--- src/rtl/minmax_pkg.sv ---
// Shared types and defaults for the min/max window tracker.
// Macro MINMAX_SIGNED_EN selects two's-complement samples.
package minmax_pkg;

  localparam int DATA_W_DEF  = 16;
  localparam int WIN_LEN_DEF = 8;

  typedef enum logic [0:0] {
    ACC  = 1'b0,
    HOLD = 1'b1
  } state_t;

`ifdef MINMAX_SIGNED_EN
  typedef logic signed [DATA_W_DEF-1:0] sample_t;
`else
  typedef logic [DATA_W_DEF-1:0] sample_t;
`endif

endpackage

--- src/rtl/minmax_update.sv ---
// Combinational running min/max update for one sample.
// Ports: i_run_min/i_run_max, i_data, i_first -> o_next_min/o_next_max.
// Macro MINMAX_SIGNED_EN: signed compare; otherwise unsigned.
module minmax_update
  import minmax_pkg::*;
#(
  parameter int DATA_W = DATA_W_DEF
) (
  input  logic [DATA_W-1:0] i_run_min,
  input  logic [DATA_W-1:0] i_run_max,
  input  logic [DATA_W-1:0] i_data,
  input  logic              i_first,
  output logic [DATA_W-1:0] o_next_min,
  output logic [DATA_W-1:0] o_next_max
);

  logic w_lt;
  logic w_gt;

`ifdef MINMAX_SIGNED_EN
  assign w_lt = $signed(i_data) < $signed(i_run_min);
  assign w_gt = $signed(i_data) > $signed(i_run_max);
`else
  assign w_lt = i_data < i_run_min;
  assign w_gt = i_data > i_run_max;
`endif

  // Ties keep the old register value.
  assign o_next_min = (i_first || w_lt) ? i_data : i_run_min;
  assign o_next_max = (i_first || w_gt) ? i_data : i_run_max;

endmodule

--- src/rtl/minmax_window_tracker.sv ---
// Tracks min/max over fixed windows of WIN_LEN samples; one result per window.
// Ports: clk, rst (sync, active-high), in_valid/in_ready/in_data sample stream,
//   clear (abort), out_valid/out_ready result stream, out_min, out_max, out_all_eq.
// Macro MINMAX_SIGNED_EN: signed comparisons (see minmax_update).
module minmax_window_tracker
  import minmax_pkg::*;
#(
  parameter int DATA_W  = DATA_W_DEF,
  parameter int WIN_LEN = WIN_LEN_DEF
) (
  input  logic              clk,
  input  logic              rst,
  input  logic              in_valid,
  output logic              in_ready,
  input  logic [DATA_W-1:0] in_data,
  input  logic              clear,
  output logic              out_valid,
  input  logic              out_ready,
  output logic [DATA_W-1:0] out_min,
  output logic [DATA_W-1:0] out_max,
  output logic              out_all_eq
);

  localparam int CNT_W = $clog2(WIN_LEN + 1);
  localparam logic [CNT_W-1:0] LAST = CNT_W'(WIN_LEN - 1);

  state_t            r_state;
  state_t            w_next_state;
  logic [CNT_W-1:0]  r_cnt;
  logic [DATA_W-1:0] r_run_min;
  logic [DATA_W-1:0] r_run_max;
  logic [DATA_W-1:0] r_out_min;
  logic [DATA_W-1:0] r_out_max;
  logic              r_out_eq;
  logic [DATA_W-1:0] w_next_min;
  logic [DATA_W-1:0] w_next_max;
  logic              w_accept;
  logic              w_first;
  logic              w_last;

  assign w_accept = in_valid && in_ready;
  assign w_first  = (r_cnt == '0);
  assign w_last   = (r_cnt == LAST);

  minmax_update #(
    .DATA_W (DATA_W)
  ) u_update (
    .i_run_min  (r_run_min),
    .i_run_max  (r_run_max),
    .i_data     (in_data),
    .i_first    (w_first),
    .o_next_min (w_next_min),
    .o_next_max (w_next_max)
  );

  always_ff @(posedge clk) begin
    if (rst) r_state <= ACC;
    else     r_state <= w_next_state;
  end

  always_comb begin
    w_next_state = r_state;
    in_ready     = 1'b0;
    out_valid    = 1'b0;
    unique case (r_state)
      ACC: begin
        in_ready = !clear && !rst;
        if (!clear && w_accept && w_last)
          w_next_state = HOLD;
      end
      HOLD: begin
        out_valid = 1'b1;
        // clear wins over a simultaneous out_ready.
        if (clear || out_ready)
          w_next_state = ACC;
      end
      default: w_next_state = ACC;
    endcase
  end

  always_ff @(posedge clk) begin
    if (rst) begin
      r_cnt     <= '0;
      r_run_min <= '0;
      r_run_max <= '0;
      r_out_min <= '0;
      r_out_max <= '0;
      r_out_eq  <= 1'b0;
    end else if (clear) begin
      r_cnt <= '0;
    end else if (w_accept) begin
      r_run_min <= w_next_min;
      r_run_max <= w_next_max;
      if (w_last) begin
        r_cnt     <= '0;
        r_out_min <= w_next_min;
        r_out_max <= w_next_max;
        r_out_eq  <= (w_next_min == w_next_max);
      end else begin
        r_cnt <= r_cnt + CNT_W'(1);
      end
    end
  end

  assign out_min    = r_out_min;
  assign out_max    = r_out_max;
  assign out_all_eq = r_out_eq;

endmodule
--- config.mk ---
export PLATFORM = sky130hd
export DESIGN_NAME = minmax_window_tracker
export DESIGN_NICKNAME = d
export VERILOG_FILES = /design/src/rtl/minmax_pkg.sv /design/src/rtl/minmax_update.sv /design/src/rtl/minmax_window_tracker.sv
export SDC_FILE = /design/constraint.sdc
export NUM_CORES = 1
export LEC_CHECK = 0
export CAP_MARGIN = 15
export CORE_ASPECT_RATIO = 0.5
export CORE_UTILIZATION = 35
export CTS_BUF_LIST = sky130_fd_sc_hd__clkbuf_8
export CTS_CLUSTER_DIAMETER = 150
export CTS_CLUSTER_SIZE = 20
export DETAILED_ROUTE_END_ITERATION = 6
export PLACE_DENSITY = 0.61
export SLEW_MARGIN = 25
export SYNTH_ARGS = -nofsm -noshare
export SYNTH_HDL_FRONTEND = slang
export SYNTH_SLANG_ARGS = --single-unit
--- constraint.sdc ---
create_clock -name clk -period 6.4 [get_ports clk]
set_input_delay 1.6 -clock clk [delete_from_list [all_inputs] [get_ports clk]]
set_output_delay 1.6 -clock clk [all_outputs]
set_load 0.05 [all_outputs]
### Yosys cells after proc, flatten, opt, wreduce, memory -nomap -nowiden

Cells that the tools add are included.

| cells by class | value |
|---|---|
| add/subtract/negate cells | 1 |
| magnitude comparators | 2 |
| eq/ne operators | 2 |
| muxes and demuxes | 8 |
| bitwise logic cells | 2 |
| reductions and logical operators | 13 |

Operators with widths:

| kind | number |
|---|---|
| $mux 16 | 2 |
| $eq 16x16->1 | 1 |
| $gt 16x16->1 | 1 |
| $lt 16x16->1 | 1 |
| $add 4x1->4 const B | 1 |
| $eq 4x3->1 const B | 1 |
| $logic_and 1x1->1 | 4 |
| $logic_not 4->1 | 1 |
| $mux 1 | 4 |
| $mux 4 | 1 |
| $logic_or 1x1->1 | 3 |
| $reduce_and 3->1 | 1 |
| $logic_not 1->1 | 2 |
| $not 1->1 | 2 |
| $pmux 1 s2 | 1 |
| $reduce_and 2->1 | 1 |
| $reduce_or 2->1 | 1 |

| word-level totals | value |
|---|---|
| bits in registers | 70 |
| input port bits | 21 |
| output and inout port bits | 35 |
| logic and storage cells | 35 |

### Longest topological paths before layout

Gate-level depths: netlist (run 1).

| logic depth | value |
|---|---|
| word-level depth | 8 |
| gate-level depth with buffers | 13 |
| mapped depth without buffers | 11 |

### Hierarchy

Synthesis (run 1) repeated with hierarchy kept, for this count alone.

| unflattened totals | value |
|---|---|
| cell total of the unflattened synthesis | 486 |
| area, all modules | 3930.0 um^2 |

By module, submodules not included:

| module | instances | cells an instance | area each (um^2) | seq. area each (um^2) |
|---|---|---|---|---|
| minmax_window_tracker | 1 | 334 | 2682.6 | 1401.3 |
| minmax_update | 1 | 152 | 1247.4 | 0.0 |

### Least setup slack after synthesis (run 1)

No wires, ideal clock.

| path | value |
|---|---|
| path kind | input port to output port |
| from | in rst |
| to | out in_ready |
| data arrival time | 2.847 ns |
| required time | 4.800 ns |
| setup slack | 1.953 ns |
| cell stages on the path | 2 |
| path buffers | 1 |
| path through | clkbuf_1 nor3_1 |

| on the way | value |
|---|---|
| cells in the longest elaborated chain, start to end | 3 |

RTL lines:

| what | line | text |
|---|---|---|
| start: declaration | minmax_window_tracker.sv:12 | `input logic rst,` |
| $logic_not 1->1 | minmax_window_tracker.sv:67 | `in_ready = !clear && !rst;` |
| $logic_and 1x1->1 | minmax_window_tracker.sv:67 |  |
| $mux 1 | minmax_window_tracker.sv:65 | `unique case (r_state)` |
| end: declaration | minmax_window_tracker.sv:14 | `output logic in_ready,` |

Every way passes these cells.

### Worst setup path after layout (run 1)

| path | value |
|---|---|
| from | in in_data[15] |
| to | reg r_run_max[0] |

| on the way | value |
|---|---|
| cells in the longest elaborated chain, start to end | 3 |

RTL lines:

| what | line | text |
|---|---|---|
| start: declaration | minmax_window_tracker.sv:15 | `input logic [DATA_W-1:0] in_data,` |
| $gt 16x16->1 | minmax_update.sv:25 | `assign w_gt = i_data > i_run_max;` |
| $logic_or 1x1->1 | minmax_update.sv:30 | `assign o_next_max = (i_first \|\| w_gt) ? i_data : i_run_max;` |
| $mux 16 | minmax_update.sv:30 |  |
| end signal: assignment | minmax_window_tracker.sv:93 | `r_run_max <= w_next_max;` |
| end: declaration | minmax_window_tracker.sv:31 | `logic [DATA_W-1:0] r_run_max;` |

Every way passes these cells.
A chain may end at the register's enable or synchronous reset.

==> reports/qor.txt, run 1 <==
insertion delay to the later sink of the worst-skew pair: 0.37 ns
Initial Util: 37.0%
Final WS setup: 1.55 ns
mean routed wirelength per cell: 15.7 um
Routed WL: 13000 um
status: finished clean
Ys Warns: 0
register area share after synthesis: 31.1%
RR Endpoint: r_run_max[0]
fmax: 206 MHz
DR vias/cell: 5.29
net count reported at finish: 712
CP required: 6.62 ns
core area: 12200 um2
largest area contributor in the netlist: dfxtp_1
Placed Instance Area: 5140 um2
PwrDens: 188 nW/um2
final hold violation count: 0
r2r setup slk: 2.94 ns
first-pass GRT wire length: 20800 um
H-tree Lvls: 3
Clock Pin Slew Worst Setup and Hold Paths: 0.08 ns
clock period minus worst slack: 4.85 ns
DIE WIDTH: 163 um
Worst Max-Slew Pin Slew: 0.821 ns
worst setup path class: in2reg
GR Overflow Total: 0
Bufs on Longest Clock Path: 2
std cell rows: 28
Async SR Flop Fraction: 0%
CP arrival: 5.08 ns
Syn Inst Count: 627
CTS sink count: 70
post-route ant nets: 0
port bufs: 55
Area Growth Syn to Fin: 19.0%
unrepaired setup endpoints after global routing: no
syn avg cell area: 7.19 um2
Synth Net Count: 681
CP Launch Point: in_data[15]
ant diodes: 0
Detail Placement HPWL: 8990 um
WHS: 0.476 ns
Multi-input gate area: 2810 um2
FILL cells: 1245
post-synth top area share: 31.1%
Final Core Density: 44.0%
Layout Skew: 0.0107 ns
Leakage: 1.91 nW
synth cell count leaders: nand2_1, nor2_1, dfxtp_1, a21oi_1, inv_1
ys flop type: dfxtp_1
cts hold-fix bufs: 0
post-synth cell types: 50
chip height: 82.3 um
number of antenna violations at the first check in global routing: 0
RePlAce Congestion: 0.819
# Post-CTS Setup Buffers: 0
io pins: 56
cell area after layout: 5370 um2
worst setup path end: r_run_max[0]
CP Max Fanout: 19
CTS root buf: clkbuf_8
cells on worst reg2reg path: 10
Global Route Usage Sum: 20.3%
relative max-transition margin: 45.2%
startpoint types: input pin
setup TNS: 0 ns
Resized Gates After CTS: 0
number of synthesized flops with an enable pin: 0
type of destination of the critical path: flip-flop
crit share post-route: 75.9%
largest net degree at the start of global routing: 69
Sequential Area: 1400 um2
CTS tree: built
DRT iter0 DRCs: 425
vias in the first global route: 3820
pre-CTS setup slack: 1.23 ns
most common cell in the netlist: nand2_1
setup violators final: 0
VDD IR-drop max: 0.0930 mV
Critical R2R Launch: r_run_max[15]
Min-Delay Path Class: reg2reg
Die ar.: 13400 um2
layout cells sized above 1: 5.88%
total of max-cap violations: 0
synth top area cells: dfxtp_1, ha_1, nand2_1
CTS Buf Count: 9
#FFs+latches synth: 70
fin. max-slew vios: 0
drt first pass iters: 5
via count: 4376
DRC Markers: 0
Mapped Area: 4510 um2
-- cells in the final DEF (no fill, tap or decap), types with 9 or more instances in the layout --
cell	n
o21ai_0	18
a211oi_1	22
clkdlybuf4s50_1	54
nor3_1	10
a21oi_1	69
inv_1	35
a311oi_1	16
ha_1	33
dfxtp_1	70
nand2_1	109
nand2b_1	10
nor2_1	92
clkbuf_8	9
-- metal layers --
layer	share of wire [%]	global-route usage, %	up-vias	wire (um)
li1	-	-	2229	-
met1	55	30.8	2027	7110
met2	38	28.3	106	4920
met3	6.7	4.25	14	867
met4	0.99	5.51	0	129
met5	0	0	-	0
-- sequential cells by signal, summed over array words and instances, names as in the netlist --
register and cells:
out_all_eq 1, out_max 16, out_min 16, r_cnt 4, r_run_max 16, r_run_min 16, r_state 1
-- power breakdown --
part           total, mW  leakage [nW]  switching, mW  internal (mW)
clock network      0.416         0.106          0.195          0.221
logic              0.140          1.24         0.0866         0.0535
registers          0.451         0.566        0.00920          0.442
-- final cells by class --
type,instances,area share [%]
inverter,35,2.45
tap,165,3.85
clock buffer,9,2.31
multi-input combinational,480,52.3
sequential,70,26.1
timing repair buffer,62,11.1
clock inverter,7,1.82
-- cells by family (layout without fill, tap and decap cells) --
kind of cell,count (synthesis),count (layout),synth area share (%)
buffers and inverters,77,113,7.13
AND/OR/NAND/NOR,266,266,25.8
AO/OA/AOI/OAI,163,163,23.3
flip-flops,70,70,31.1
XOR/XNOR,15,15,2.91
multiplexers,3,3,0.666
adder cells (fa/ha/maj),33,33,9.15
-- stage by stage --
stage               std cells  power (mW)
floorplan                 627       0.549
global placement          812       0.598
detailed placement        812       0.600
CTS                       828        1.02
global route              828        1.05
finish                    828        1.01
-- worst min-delay path by stage --
stage | start | depth (start not counted) | endpoint | slack (ns)
detailed placement | r_state | 2 | r_state | 0.47
global placement | r_state | 2 | r_state | 0.47
CTS | r_state | 2 | r_state | 0.48
global route | r_state | 2 | r_state | 0.51
finish | r_state | 2 | r_state | 0.48
floorplan | r_cnt[1] | 2 | r_cnt[1] | 0.47
-- worst max-delay path: stages --
cell and delay [ns]:
clkdlybuf4s50_1 0.64, ha_1 0.42, nand4_1 0.19, nor4_1 0.43, o21ai_0 0.24, a41oi_4 0.21, and2_0 0.68, buf_4 0.39
mux2i_1 0.21, nor2_1 0.05
No activity file was read; power rests on OpenSTA's default activity.
==> inputs of run 2 (changes only) <==
==> constraint.sdc (replaced) <==
create_clock -name clk -period 4.55 [get_ports clk]
set_input_delay 1.1375 -clock clk [delete_from_list [all_inputs] [get_ports clk]]
set_output_delay 1.1375 -clock clk [all_outputs]
set_load 0.05 [all_outputs]
==> run 2 against run 1 <==
Global-route usage about the same. Wire length up 1.8%. Non-clock buffer count up 18. Via count up 1.4%. Clock skew down 0.0020 ns. Critical endpoint is now out_all_eq. Highest routed layer unchanged.
==> reports/qor.txt, run 2 (synthesis gave the netlist of run 1 again) <==
Worst path max stage delay: 0.57 ns
CTS Buf Count: 9
clock period minus worst slack: 4.20 ns
vias in the first global route: 3833
commonest cells after routing, fill and taps aside: nand2_1, nor2_1, dfxtp_1
CTS tree: built
Layout Skew: 0.00862 ns
setup TNS: 0 ns
total of max-cap violations: 0
CTS root buf: clkbuf_8
net count reported at finish: 730
DIE WIDTH: 163 um
startpoint types: input pin
unrepaired setup endpoints after global routing: no
met2 WL: 5070 um
RePlAce Congestion: 0.828
DR WL met3: 955 um
Initial Util: 37.0%
Final Core Density: 45.7%
CP arrival: 4.49 ns
Detail Placement HPWL: 9390 um
Routed WL: 13300 um
post-route ant nets: 0
cell area after layout: 5570 um2
core area: 12200 um2
crit share post-route: 92.3%
mean routed wirelength per cell: 15.7 um
setup violators final: 0
Leakage: 2.03 nW
DRC Markers: 0
worst setup path class: in2reg
CP required: 4.84 ns
chip height: 82.3 um
Min-Delay Path Class: reg2reg
via count: 4438
status: finished clean
H-tree Lvls: 3
insertion delay to the later sink of the worst-skew pair: 0.36 ns
final hold violation count: 0
number of antenna violations at the first check in global routing: 0
Die ar.: 13400 um2
relative max-transition margin: 50.1%
Crit-path slowest cell: or4_4
fin. max-slew vios: 0
PwrDens: 269 nW/um2
largest net degree at the start of global routing: 69
layout cells sized above 1: 8.37%
Worst Max-Slew Pin Slew: 0.749 ns
Clock Pin Slew Worst Setup and Hold Paths: 0.09 ns
Global Route Usage Sum: 20.3%
# Post-CTS Setup Buffers: 0
Bufs on Longest Clock Path: 2
DRT met1 WL: 7100 um
Area Growth Syn to Fin: 23.5%
CP Max Fanout: 43
DRT iter0 DRCs: 338
ant diodes: 0
io pins: 56
Tot Pwr: 1.50 mW
port bufs: 55
std cell rows: 28
DR vias/cell: 5.25
GR Overflow Total: 0
type of destination of the critical path: flip-flop
fmax: 238 MHz
Placed Instance Area: 5320 um2
first-pass GRT wire length: 20700 um
most common cell after layout, fill and taps aside: nand2_1
cts hold-fix bufs: 0
VDD IR-drop max: 0.114 mV
DR top layer: met4
crit-path cells: clkdlybuf4s50_1 > buf_4 > ha_1 > nand4_1 > or4_4 > o21a_4 > o21ai_1 > a31oi_1 > nor4_1 > o2111ai_1 > o22ai_2
Resized Gates After CTS: 0
CTS sink count: 70
drt first pass iters: 5
[run 2: changes by cell type in the layout (fill, tap and decap cells not counted)]
cell / change
clkinv_2: -1
clkinv_4: +1
clkinvlp_4: -2
buf_12: +3
bufinv_16: +1
clkbuf_8: +1
buf_4: +15
[run 2: worst max-delay path, delay by kind of cell]
family,cells,cell delay (ns)
AND/OR/NAND/NOR,3,1.24
AO/OA/AOI/OAI,5,1.13
buffers and inverters,2,0.61
adder cells (fa/ha/maj),1,0.33
[run 2: cell type report]
class | instances | area, um2
multi-input cells | 480 | 2810
fillers | 1233 | 6620
well taps | 165 | 206
flip-flops and latches | 70 | 1400
inverters | 35 | 131
clock buffers | 10 | 138
clock inverters | 6 | 116
repair buffers | 80 | 771
[run 2: per-layer routing]
layer  track usage, %  vias to the layer above
li1                 -                     2269
met1             30.2                     2035
met2             29.1                      121
met3             4.60                       13
met4             5.23                        0
met5                0                        -
[run 2: stage by stage]
| stage | std cells | setup WS [ns] | hold slack, ns |
|---|---|---|---|
| floorplan | 627 | 0.696 | 0.466 |
| global placement | 830 | 0.100 | 0.463 |
| detailed placement | 830 | 0.0835 | 0.465 |
| CTS | 846 | 0.463 | 0.479 |
| global route | 846 | 0.248 | 0.524 |
| finish | 846 | 0.350 | 0.473 |
[run 2: path summary, 6_finish.rpt]
path / startpoint / end / slack (ns) / cells past startpoint
max: in_data[15] / out_all_eq / 0.35 / 11
min: r_state / r_state / 0.47 / 2
max reg2reg: r_run_max[15] / out_all_eq / 0.98 / 12
min reg2reg: r_state / r_state / 0.47 / 2
[run 2: power by group]
group | internal (mW) | switching, mW | leakage [nW]
clock network | 0.383 | 0.270 | 0.127
registers | 0.622 | 0.0138 | 0.566
logic | 0.0864 | 0.125 | 1.34
total | 1.09 | 0.409 | 2.03
==> inputs of run 3 (changes only) <==
--- a/config.mk
+++ b/config.mk
@@ -6,13 +6,16 @@
 export NUM_CORES = 1
 export LEC_CHECK = 0
 export CAP_MARGIN = 15
+export CELL_PAD_IN_SITES_DETAIL_PLACEMENT = 1
+export CELL_PAD_IN_SITES_GLOBAL_PLACEMENT = 2
 export CORE_ASPECT_RATIO = 0.5
-export CORE_UTILIZATION = 35
+export CORE_UTILIZATION = 33
 export CTS_BUF_LIST = sky130_fd_sc_hd__clkbuf_8
 export CTS_CLUSTER_DIAMETER = 150
 export CTS_CLUSTER_SIZE = 20
 export DETAILED_ROUTE_END_ITERATION = 6
-export PLACE_DENSITY = 0.61
+export GPL_TIMING_DRIVEN = 1
+export PLACE_DENSITY = 0.89
 export SLEW_MARGIN = 25
 export SYNTH_ARGS = -nofsm -noshare
 export SYNTH_HDL_FRONTEND = slang
==> run 3 against run 2 <==
Core utilization decreased by 2.9 points. Total power down 7.9%. Wire length rose by 13%. Sequential share of layout area hardly changed. Worst setup slack got worse by 0.076 ns. Combinational power rose by 4%. Non-clock buffer count increased by 9. Critical endpoint unchanged. Largest cell class unchanged. Highest routed layer unchanged.
==> reports/qor.txt, run 3 (synthesis gave the netlist of run 1 again) <==
status: finished clean
net count reported at finish: 739
unrepaired setup endpoints after global routing: no
RePlAce Congestion: 0.844
vias in the first global route: 4571
Min-Delay Path Class: reg2reg
Worst Max-Slew Pin Slew: 0.770 ns
WHS: 0.478 ns
largest net degree at the start of global routing: 69
Resized Gates After CTS: 0
setup violators final: 0
clock period minus worst slack: 4.28 ns
final hold violation count: 0
FILL cells: 1628
CTS tree: built
drt first pass iters: 4
fmax: 234 MHz
Global Route Usage Sum: 21.7%
insertion delay to the later sink of the worst-skew pair: 0.36 ns
Routed WL: 14900 um
Layout Skew: 0.00861 ns
Tot Pwr: 1.38 mW
combinational power share: 15.9%
Multi-input gate area: 2810 um2
std cell rows: 29
startpoint types: input pin
VDD IR-drop max: 0.156 mV
fin. max-slew vios: 0
core area: 13000 um2
DRC Markers: 0
via count: 4587
Clock power frac: 38.1%
DR top layer: met4
Clock Pin Slew Worst Setup and Hold Paths: 0.08 ns
GR Overflow Total: 0
CTS root buf: clkbuf_8
CP arrival: 4.56 ns
crit share post-route: 94.0%
ant diodes: 0
total net switching power: 0.414 mW
Detail Placement HPWL: 11200 um
H-tree Lvls: 3
CTS Buf Count: 9
setup TNS: 0 ns
Initial Util: 34.7%
DR vias/cell: 5.33
most common cell after layout, fill and taps aside: nand2_1
Placed Instance Area: 5370 um2
type of destination of the critical path: flip-flop
first-pass GRT wire length: 24100 um
CP required: 4.83 ns
post-route ant nets: 0
layout cells sized above 1: 9.42%
Bufs on Longest Clock Path: 2
CTS sink count: 70
met2 WL: 6930 um
PwrDens: 248 nW/um2
worst setup path class: in2reg
cts hold-fix bufs: 0
Die ar.: 14200 um2
commonest cells after routing, fill and taps aside: nand2_1, nor2_1, dfxtp_1
DR WL met3: 532 um
# Post-CTS Setup Buffers: 0
Pint: 0.967 mW
CP Max Fanout: 12
cell area after layout: 5560 um2
io pins: 56
DRT iter0 DRCs: 200
relative max-transition margin: 48.7%
chip height: 84.7 um
DRT met1 WL: 7340 um
mean routed wirelength per cell: 17.4 um
Leakage: 2.03 nW
port bufs: 55
Sequential Power Share: 46.0%
Area Growth Syn to Fin: 23.4%
number of antenna violations at the first check in global routing: 0
Switching Share: 30.0%
Sequential Area: 1400 um2
total of max-cap violations: 0
DIE WIDTH: 167 um
run 3: cell types whose count changed in the layout (fill, tap and decap cells not counted):
cell / previous run / this run
inv_1: 35 / 36
buf_12: 3 / 1
inv_6: 1 / 2
buf_4: 22 / 33
clkinvlp_4: 0 / 3
bufinv_16: 3 / 1
clkinv_4: 2 / 0
clkbuf_8: 10 / 9
run 3: power groups by stage:
| stage | sequential, mW | clock, mW | combinational, mW |
|---|---|---|---|
| 2_1_floorplan | 0.645 | 0 | 0.128 |
| 3_3_place_gp | 0.649 | 0 | 0.214 |
| 3_5_place_dp | 0.650 | 0 | 0.219 |
| 4_1_cts | 0.635 | 0.542 | 0.220 |
| 5_1_grt | 0.638 | 0.566 | 0.246 |
| 6_report | 0.636 | 0.527 | 0.219 |
run 3: layer usage:
layer | global-route usage [%] | up-vias
met4 | 4.17 | 0
li1 | - | 2283
met3 | 4.53 | 10
met5 | 0 | -
met2 | 37.3 | 62
met1 | 28.3 | 2232
run 3: worst paths after layout:
check,slack (ns),end,cells after the start,startpoint
max,0.27,out_all_eq,12,in_data[13]
min reg2reg,0.48,r_state,2,r_state
min,0.48,r_state,2,r_state
max reg2reg,0.99,out_all_eq,12,r_run_max[15]
run 3: worst max-delay path: stages:
cell             delay (ns)
clkdlybuf4s50_1        0.51
ha_1                   0.37
nand4_1                0.18
nor4_1                 0.40
nor3b_1                0.40
a41oi_4                0.15
buf_4                  0.28
o21ai_0                0.16
nor3_1                 0.08
nor4_1                 0.51
o2111ai_1              0.25
o22ai_2                0.13
run 3: layout make-up:
type | count | share of cell area [%]
multi-input cells | 480 | 50.5
clock buffers | 9 | 2.23
inverters | 35 | 2.36
flip-flops and latches | 70 | 25.2
well taps | 170 | 3.82
repair buffers | 89 | 14.6
clock inverters | 7 | 1.33
run 3: stage by stage:
step,util (%),worst slack (ns),cells
2_1_floorplan,-,0.696,627
3_3_place_gp,41.3,0.0589,844
3_5_place_dp,41.3,0.0128,844
4_1_cts,42.8,0.371,860
5_1_grt,42.8,0.204,860
6_report,42.8,0.274,860
